### src/rtl/snn_pkg.sv
// Shared SNN constants: encoder FSM states, LFSR feedback mask and the
// default intensity width / window length used by spike_encoder.
package snn_pkg;

  typedef enum logic [1:0] {
    IDLE = 2'd0,
    RUN  = 2'd1,
    DONE = 2'd2
  } enc_state_e;

  // Galois right-shift taps for a maximal-length (period 255) 8-bit LFSR
  localparam logic [7:0] LFSR_MASK     = 8'hB8;
  localparam int         DEF_WIDTH_P   = 8;
  localparam int         DEF_NUM_STEPS = 16;

endpackage

### src/rtl/lfsr_rng.sv
// Galois LFSR random source (right shift, XOR MASK when the shifted-out bit
// is 1). Shared with the weight generator family.
// Ports:
//   clk, rst_n : clock, async active-low reset (value <= RST_VAL)
//   en         : advance one state
//   load       : load seed (wins over en)
//   seed       : load value, must be nonzero
//   value      : current LFSR state
module lfsr_rng #(
  parameter int                WIDTH   = 8,
  parameter logic [WIDTH-1:0]  MASK    = 8'hB8,
  parameter logic [WIDTH-1:0]  RST_VAL = 8'hA5
) (
  input  logic             clk,
  input  logic             rst_n,
  input  logic             en,
  input  logic             load,
  input  logic [WIDTH-1:0] seed,
  output logic [WIDTH-1:0] value
);

  always_ff @(posedge clk or negedge rst_n) begin
    if (!rst_n)    value <= RST_VAL;
    else if (load) value <= seed;
    else if (en)   value <= (value >> 1) ^ (value[0] ? MASK : '0);
  end

endmodule

### src/rtl/spike_encoder.sv
// Rate encoder: per-channel intensities are written over a valid/ready port,
// then a start pulse emits NUM_STEPS registered spike vectors whose per-channel
// firing rate is proportional to intensity.
// Build option SPIKE_ENC_DETERMINISTIC_EN: replaces the LFSR compare with a
// per-channel phase accumulator (exact floor(NUM_STEPS*I/2^WIDTH_P) spikes).
// Ports:
//   clk_i, rst_ni              : clock, async active-low reset
//   pix_valid_i/pix_ready_o    : intensity write handshake (ready only in IDLE)
//   pix_ch_i, pix_data_i       : target channel / intensity (out-of-range dropped)
//   start_i                    : begin a window (IDLE only)
//   busy_o                     : window in progress, through the done pulse
//   spike_o, spike_valid_o     : spike vector for step step_o
//   step_o                     : timestep index
//   done_o                     : one-cycle pulse at window end
module spike_encoder
  import snn_pkg::*;
#(
  parameter int                  NUM_CH    = 8,
  parameter int                  WIDTH_P   = DEF_WIDTH_P,
  parameter int                  NUM_STEPS = DEF_NUM_STEPS,
  parameter logic [WIDTH_P-1:0]  SEED      = 8'hA5,
  localparam int                 CH_W      = $clog2(NUM_CH),
  localparam int                 STEP_W    = $clog2(NUM_STEPS)
) (
  input  logic                clk_i,
  input  logic                rst_ni,
  input  logic                pix_valid_i,
  output logic                pix_ready_o,
  input  logic [CH_W-1:0]     pix_ch_i,
  input  logic [WIDTH_P-1:0]  pix_data_i,
  input  logic                start_i,
  output logic                busy_o,
  output logic [NUM_CH-1:0]   spike_o,
  output logic                spike_valid_o,
  output logic [STEP_W-1:0]   step_o,
  output logic                done_o
);

  localparam logic [STEP_W-1:0] LAST_STEP = STEP_W'(NUM_STEPS - 1);

  enc_state_e                        state, state_nxt;
  logic [STEP_W-1:0]                 cnt;
  logic [NUM_CH-1:0][WIDTH_P-1:0]    intens;
  logic [NUM_CH-1:0]                 spike_nxt;
  logic                              launch;

  assign launch = (state == IDLE) && start_i;

  // ---------------- FSM ----------------
  always_ff @(posedge clk_i or negedge rst_ni) begin
    if (!rst_ni) state <= IDLE;
    else         state <= state_nxt;
  end

  always_comb begin
    state_nxt   = state;
    pix_ready_o = 1'b0;
    case (state)
      IDLE: begin
        pix_ready_o = 1'b1;
        if (start_i) state_nxt = RUN;
      end
      RUN:     if (cnt == LAST_STEP) state_nxt = DONE;
      DONE:    state_nxt = IDLE;
      default: state_nxt = IDLE;
    endcase
  end

  // busy stays up through the done pulse so it drops together with done_o
  assign busy_o = (state != IDLE) || done_o;

  // ---------------- step counter / output regs ----------------
  always_ff @(posedge clk_i or negedge rst_ni) begin
    if (!rst_ni) begin
      cnt           <= '0;
      step_o        <= '0;
      spike_o       <= '0;
      spike_valid_o <= 1'b0;
      done_o        <= 1'b0;
    end else begin
      spike_valid_o <= (state == RUN);
      done_o        <= (state == DONE);
      if (launch) cnt <= '0;
      if (state == RUN) begin
        spike_o <= spike_nxt;
        step_o  <= cnt;
        cnt     <= cnt + 1'b1;
      end
    end
  end

  // ---------------- per-channel intensity + spike generation ----------------
`ifndef SPIKE_ENC_DETERMINISTIC_EN
  logic [WIDTH_P-1:0] lfsr;

  lfsr_rng #(
    .WIDTH   (WIDTH_P),
    .MASK    (WIDTH_P'(LFSR_MASK)),
    .RST_VAL (SEED)
  ) u_rng (
    .clk   (clk_i),
    .rst_n (rst_ni),
    .en    (state == RUN),
    .load  (launch),
    .seed  (SEED),
    .value (lfsr)
  );
`endif

  for (genvar c = 0; c < NUM_CH; c++) begin : g_ch
    // one-hot decode: an out-of-range pix_ch_i matches no channel and is dropped
    logic wr;
    assign wr = (state == IDLE) && pix_valid_i && (pix_ch_i == CH_W'(c));

    always_ff @(posedge clk_i or negedge rst_ni) begin
      if (!rst_ni)  intens[c] <= '0;
      else if (wr)  intens[c] <= pix_data_i;
    end

`ifdef SPIKE_ENC_DETERMINISTIC_EN
    // Only the residue is stored; the carry of each new sum is the spike,
    // so it lives in spike_o rather than in the accumulator.
    logic [WIDTH_P-1:0] acc;
    logic [WIDTH_P:0]   sum;
    assign sum          = {1'b0, acc} + {1'b0, intens[c]};
    assign spike_nxt[c] = sum[WIDTH_P];

    always_ff @(posedge clk_i or negedge rst_ni) begin
      if (!rst_ni)            acc <= '0;
      else if (launch)        acc <= '0;
      else if (state == RUN)  acc <= sum[WIDTH_P-1:0];
    end
`else
    // Each channel sees a different rotation of the shared LFSR so that
    // channels with equal intensity do not fire in lockstep.
    localparam int ROT = c % WIDTH_P;
    logic [WIDTH_P-1:0] rot;
    if (ROT == 0) begin : g_r0
      assign rot = lfsr;
    end else begin : g_rn
      assign rot = {lfsr[WIDTH_P-1-ROT:0], lfsr[WIDTH_P-1:WIDTH_P-ROT]};
    end
    assign spike_nxt[c] = (intens[c] >= rot);
`endif
  end

endmodule

### config.mk
export PLATFORM = sky130hd
export DESIGN_NAME = spike_encoder
export DESIGN_NICKNAME = d
export VERILOG_FILES = /design/src/rtl/snn_pkg.sv /design/src/rtl/lfsr_rng.sv /design/src/rtl/spike_encoder.sv
export SDC_FILE = /design/constraint.sdc
export NUM_CORES = 1
export LEC_CHECK = 0
export ABC_AREA = 1
export CAP_MARGIN = 20
export CORE_MARGIN = 2
export CORE_UTILIZATION = 50
export DETAILED_ROUTE_END_ITERATION = 10
export PLACE_DENSITY_LB_ADDON = 0.08
export SKIP_CTS_REPAIR_TIMING = 1
export SLEW_MARGIN = 10
export SYNTH_ARGS = -nofsm -noshare
export SYNTH_HDL_FRONTEND = slang
export SYNTH_SLANG_ARGS = --single-unit
export TNS_END_PERCENT = 50
### constraint.sdc
create_clock -name clk_i -period 4.35 [get_ports clk_i]
set_clock_uncertainty 0.05 [all_clocks]
set_input_delay 0.435 -clock clk_i [delete_from_list [all_inputs] [get_ports clk_i]]
set_output_delay 0.435 -clock clk_i [all_outputs]
set_load 0.1 [all_outputs]
==> results.toml <==
[synthesis]
synth_nets = 684
synth_cells = 604
synthAdderAreaFrac_pct = 15.30
yosys.area_share.xor_xnor_pct = 0
synth_flop_cell = "dfrtp_1"
seq_area_frac_synth_pct = 43.42
synthArstFlopShare_pct = 100.0
syn_avg_cell_area_um2 = 8.798
synth_compound_area_share_pct = 11.44
syn_area_um2 = 5314
synth_edf_count = 0
synth_top_area_cell = "dfrtp_1"
synth_area_leaders = "dfrtp_1 (41%), ha_1 (15%), nand2_1 (12%)"
synth_simple_gate_area_share_pct = 23.08
synth_top_area_share_pct = 41.44
synthMuxAreaShare_pct = 0.1884
synth_cell_types = 28
synth_top_family_by_area = "simple AND/OR/NAND/NOR gates"
synth-seq-cells = 92
synth_warnings = 0

[timing]
setup_viol = 0
drv_slew = 0
finalSetupTns_ps = 0
finalHoldViolCount = 0
worstMarginPinSlew_ps = 1001
rsz0062_at_grt = "false"
finalCritPeriodShare_pct = 63.02
timing.fmax_mhz = 364.8
timing.final.crit_period_ps = 2741
slew-limit-headroom_pct = 33.07

[min_path]
min_path_type = "input port to async pin"

[critical_path]
critPathKind = "flop to primary output"
critPathMaxFanout = 3
critPathRequiredTime_ps = 3870
critPathLaunchType = "flop"
worstPathArrival_ps = 2260
endpoint_kind = "primary output"

[placed_design]
dp_hpwl_um = 8430
place_area_um2 = 5688
portBuffers = 30
globalplace.congestion = 0.7871

[grt]
grt-ovfl-total = 0
gr-usage-all-layers_pct = 23.76
use_met3_pct = 4.255
use_met1_pct = 29.96
grt_max_degree = 59
busiest_layer = "met2"
antenna_found_initial = 0
grt_pass1_vias = 3889
grt_pass1_wl_um = 20190
grt_util_met2_pct = 40.69

[finish]
nNetsFinal = 714
fill_cells = 952
drive_gt1_share_pct = 9.390
antenna_cells = 0
postLayoutCellArea_um2 = 5884
synthToLayoutAreaGrowth_pct = 10.74

[drt]
ant_nets = 0
first_pass_iters = 5
wl_um = 12360
via_per_inst = 5.226
drc = 0
wire_per_inst_um = 15.95
drt_iter0_markers = 235
vias = 4050

[clocking]
cts_sinks = 92
cts_root_buffer = "clkbuf_8"
cts_made_buffers = 9
clk_path_buf_depth = 2
cts_tree = "built"
htreeDepth = 3
clock_latency_ps = 380
clk_pin_slew_ps = 100

[floorplanning]
die_h_um = 107.1
die_w_um = 107.1
dieArea_um2 = 11470
initial_core_util_pct = 51.47
num_rows = 37
core_um2 = 10320
ios = 31

[power_and_ir_drop]
p_leak_nw = 3.027
powerDensity_nw_per_um2 = 761.7
vdd_drop_max_v = 0.0003260

[status]
outcome = "finished clean"

[flow_run]
maxCapViolCount = 0
area by class of cell:
cell class / count / area (um2) / share of cell area [%]
Timing Repair Buffer: 31 / 305.3 / 5.188
Sequential cell: 92 / 2307 / 39.21
Tap cell: 136 / 170.2 / 2.892
Multi-Input combinational cell: 434 / 2658 / 45.16
Clock buffer: 9 / 123.9 / 2.105
Inverter: 66 / 247.7 / 4.210
Clock inverter: 7 / 72.57 / 1.233
critical path, cell delays in order (launching register included):
cell	delay (ps)
dfrtp_1	430
nor2_4	140
inv_2	70
or2_2	270
clkdlybuf4s50_1	960
cell families (layout without fill, tap and decap cells):
family,after synthesis,count (layout)
adders and majority gates,65,65
muxes,1,1
DFF,92,92
AOI/OAI and AO/OA,98,98
buffers and inverters,78,113
and+or+nand+nor,270,270
report_power, final:
part | switching (W) | internal, W | total (W)
clock | 0.000322 | 0.000267 | 0.000590
sequential | 0.000248 | 0.00124 | 0.00149
combinational | 0.00156 | 0.000840 | 0.00240
total | 0.00213 | 0.00235 | 0.00448
cell usage after synthesis, drive strengths merged (2+ instances only):
library cell / n
a21oi: 10
buf: 10
clkbuf: 2
dfrtp: 88
dfstp: 4
ha: 65
inv: 66
nand2: 176
nand3: 18
nand4: 6
nor2: 59
nor3b: 8
o211ai: 3
o21ai: 73
o21bai: 8
o22ai: 3
layer usage:
metal  vias up  share of wire (%)
met5         -                  0
met1      1899                 44
met2        88                 49
met4         0                2.6
li1       2040                  -
met3        23                4.5
sequential cells by signal, summed over array words and instances, names as in the netlist:
register,flops
intens,64
spike_o,8
u_rng.value,8
cnt,4
step_o,4
state,2
done_o,1
spike_valid_o,1
cells in the final DEF (no fill, tap or decap):
| cell type | synthesis | final |
|---|---|---|
| nor3b_1 | 8 | 8 |
| clkinv_2 | 0 | 2 |
| clkbuf_8 | 0 | 9 |
| dfstp_2 | 4 | 4 |
| o21ai_1 | 38 | 38 |
| nor2_8 | 1 | 1 |
| nand2_1 | 175 | 175 |
| o21bai_1 | 8 | 8 |
| inv_1 | 62 | 62 |
| nor2_1 | 55 | 55 |
| clkdlybuf4s50_1 | 0 | 29 |
| or2_2 | 1 | 1 |
| inv_2 | 4 | 4 |
| buf_4 | 0 | 2 |
| nand4_4 | 6 | 6 |
| o21ai_0 | 13 | 13 |
| o22ai_1 | 3 | 3 |
| nand3b_1 | 1 | 1 |
| nor2_4 | 3 | 3 |
| o211ai_1 | 3 | 3 |
| bufinv_16 | 0 | 1 |
| a21oi_1 | 10 | 10 |
| inv_6 | 0 | 2 |
| ha_1 | 65 | 65 |
| nand2_4 | 1 | 1 |
| o221ai_1 | 1 | 1 |
| nand3_1 | 18 | 18 |
| clkinvlp_4 | 0 | 2 |
| o21ai_2 | 22 | 22 |
| nor4_1 | 1 | 1 |
| mux2i_1 | 1 | 1 |
| dfrtp_1 | 88 | 88 |
per-stage QoR:
step                      worst slack [ps]  hold WS, ps  cells  util (%)  total power, W
after detailed placement              1979        422.4    759     55.10        0.003913
after CTS                             1584        99.83    775     57.00        0.004519
final                                 1609        72.08    775     57.00        0.004482
after global routing                  1530        139.9    775     57.00        0.004931
after floorplan                       2254        89.41    604         -        0.003317
after global placement                2026        416.2    759     55.10        0.003830
final timing paths:
kind,from,endpoint,slack [ps],cells after the start
hold / removal,rst_ni,intens[7],70,1
max in group asynchronous,rst_ni,u_rng.value[0],3190,2
hold reg to reg,intens[0],intens[0],450,2
setup reg to reg,state[1],cnt[2],1940,5
min in group clk_i,intens[0],intens[0],450,2
setup / recovery,state[0],busy_o,1610,4
Power figures use the tool's default switching activity.
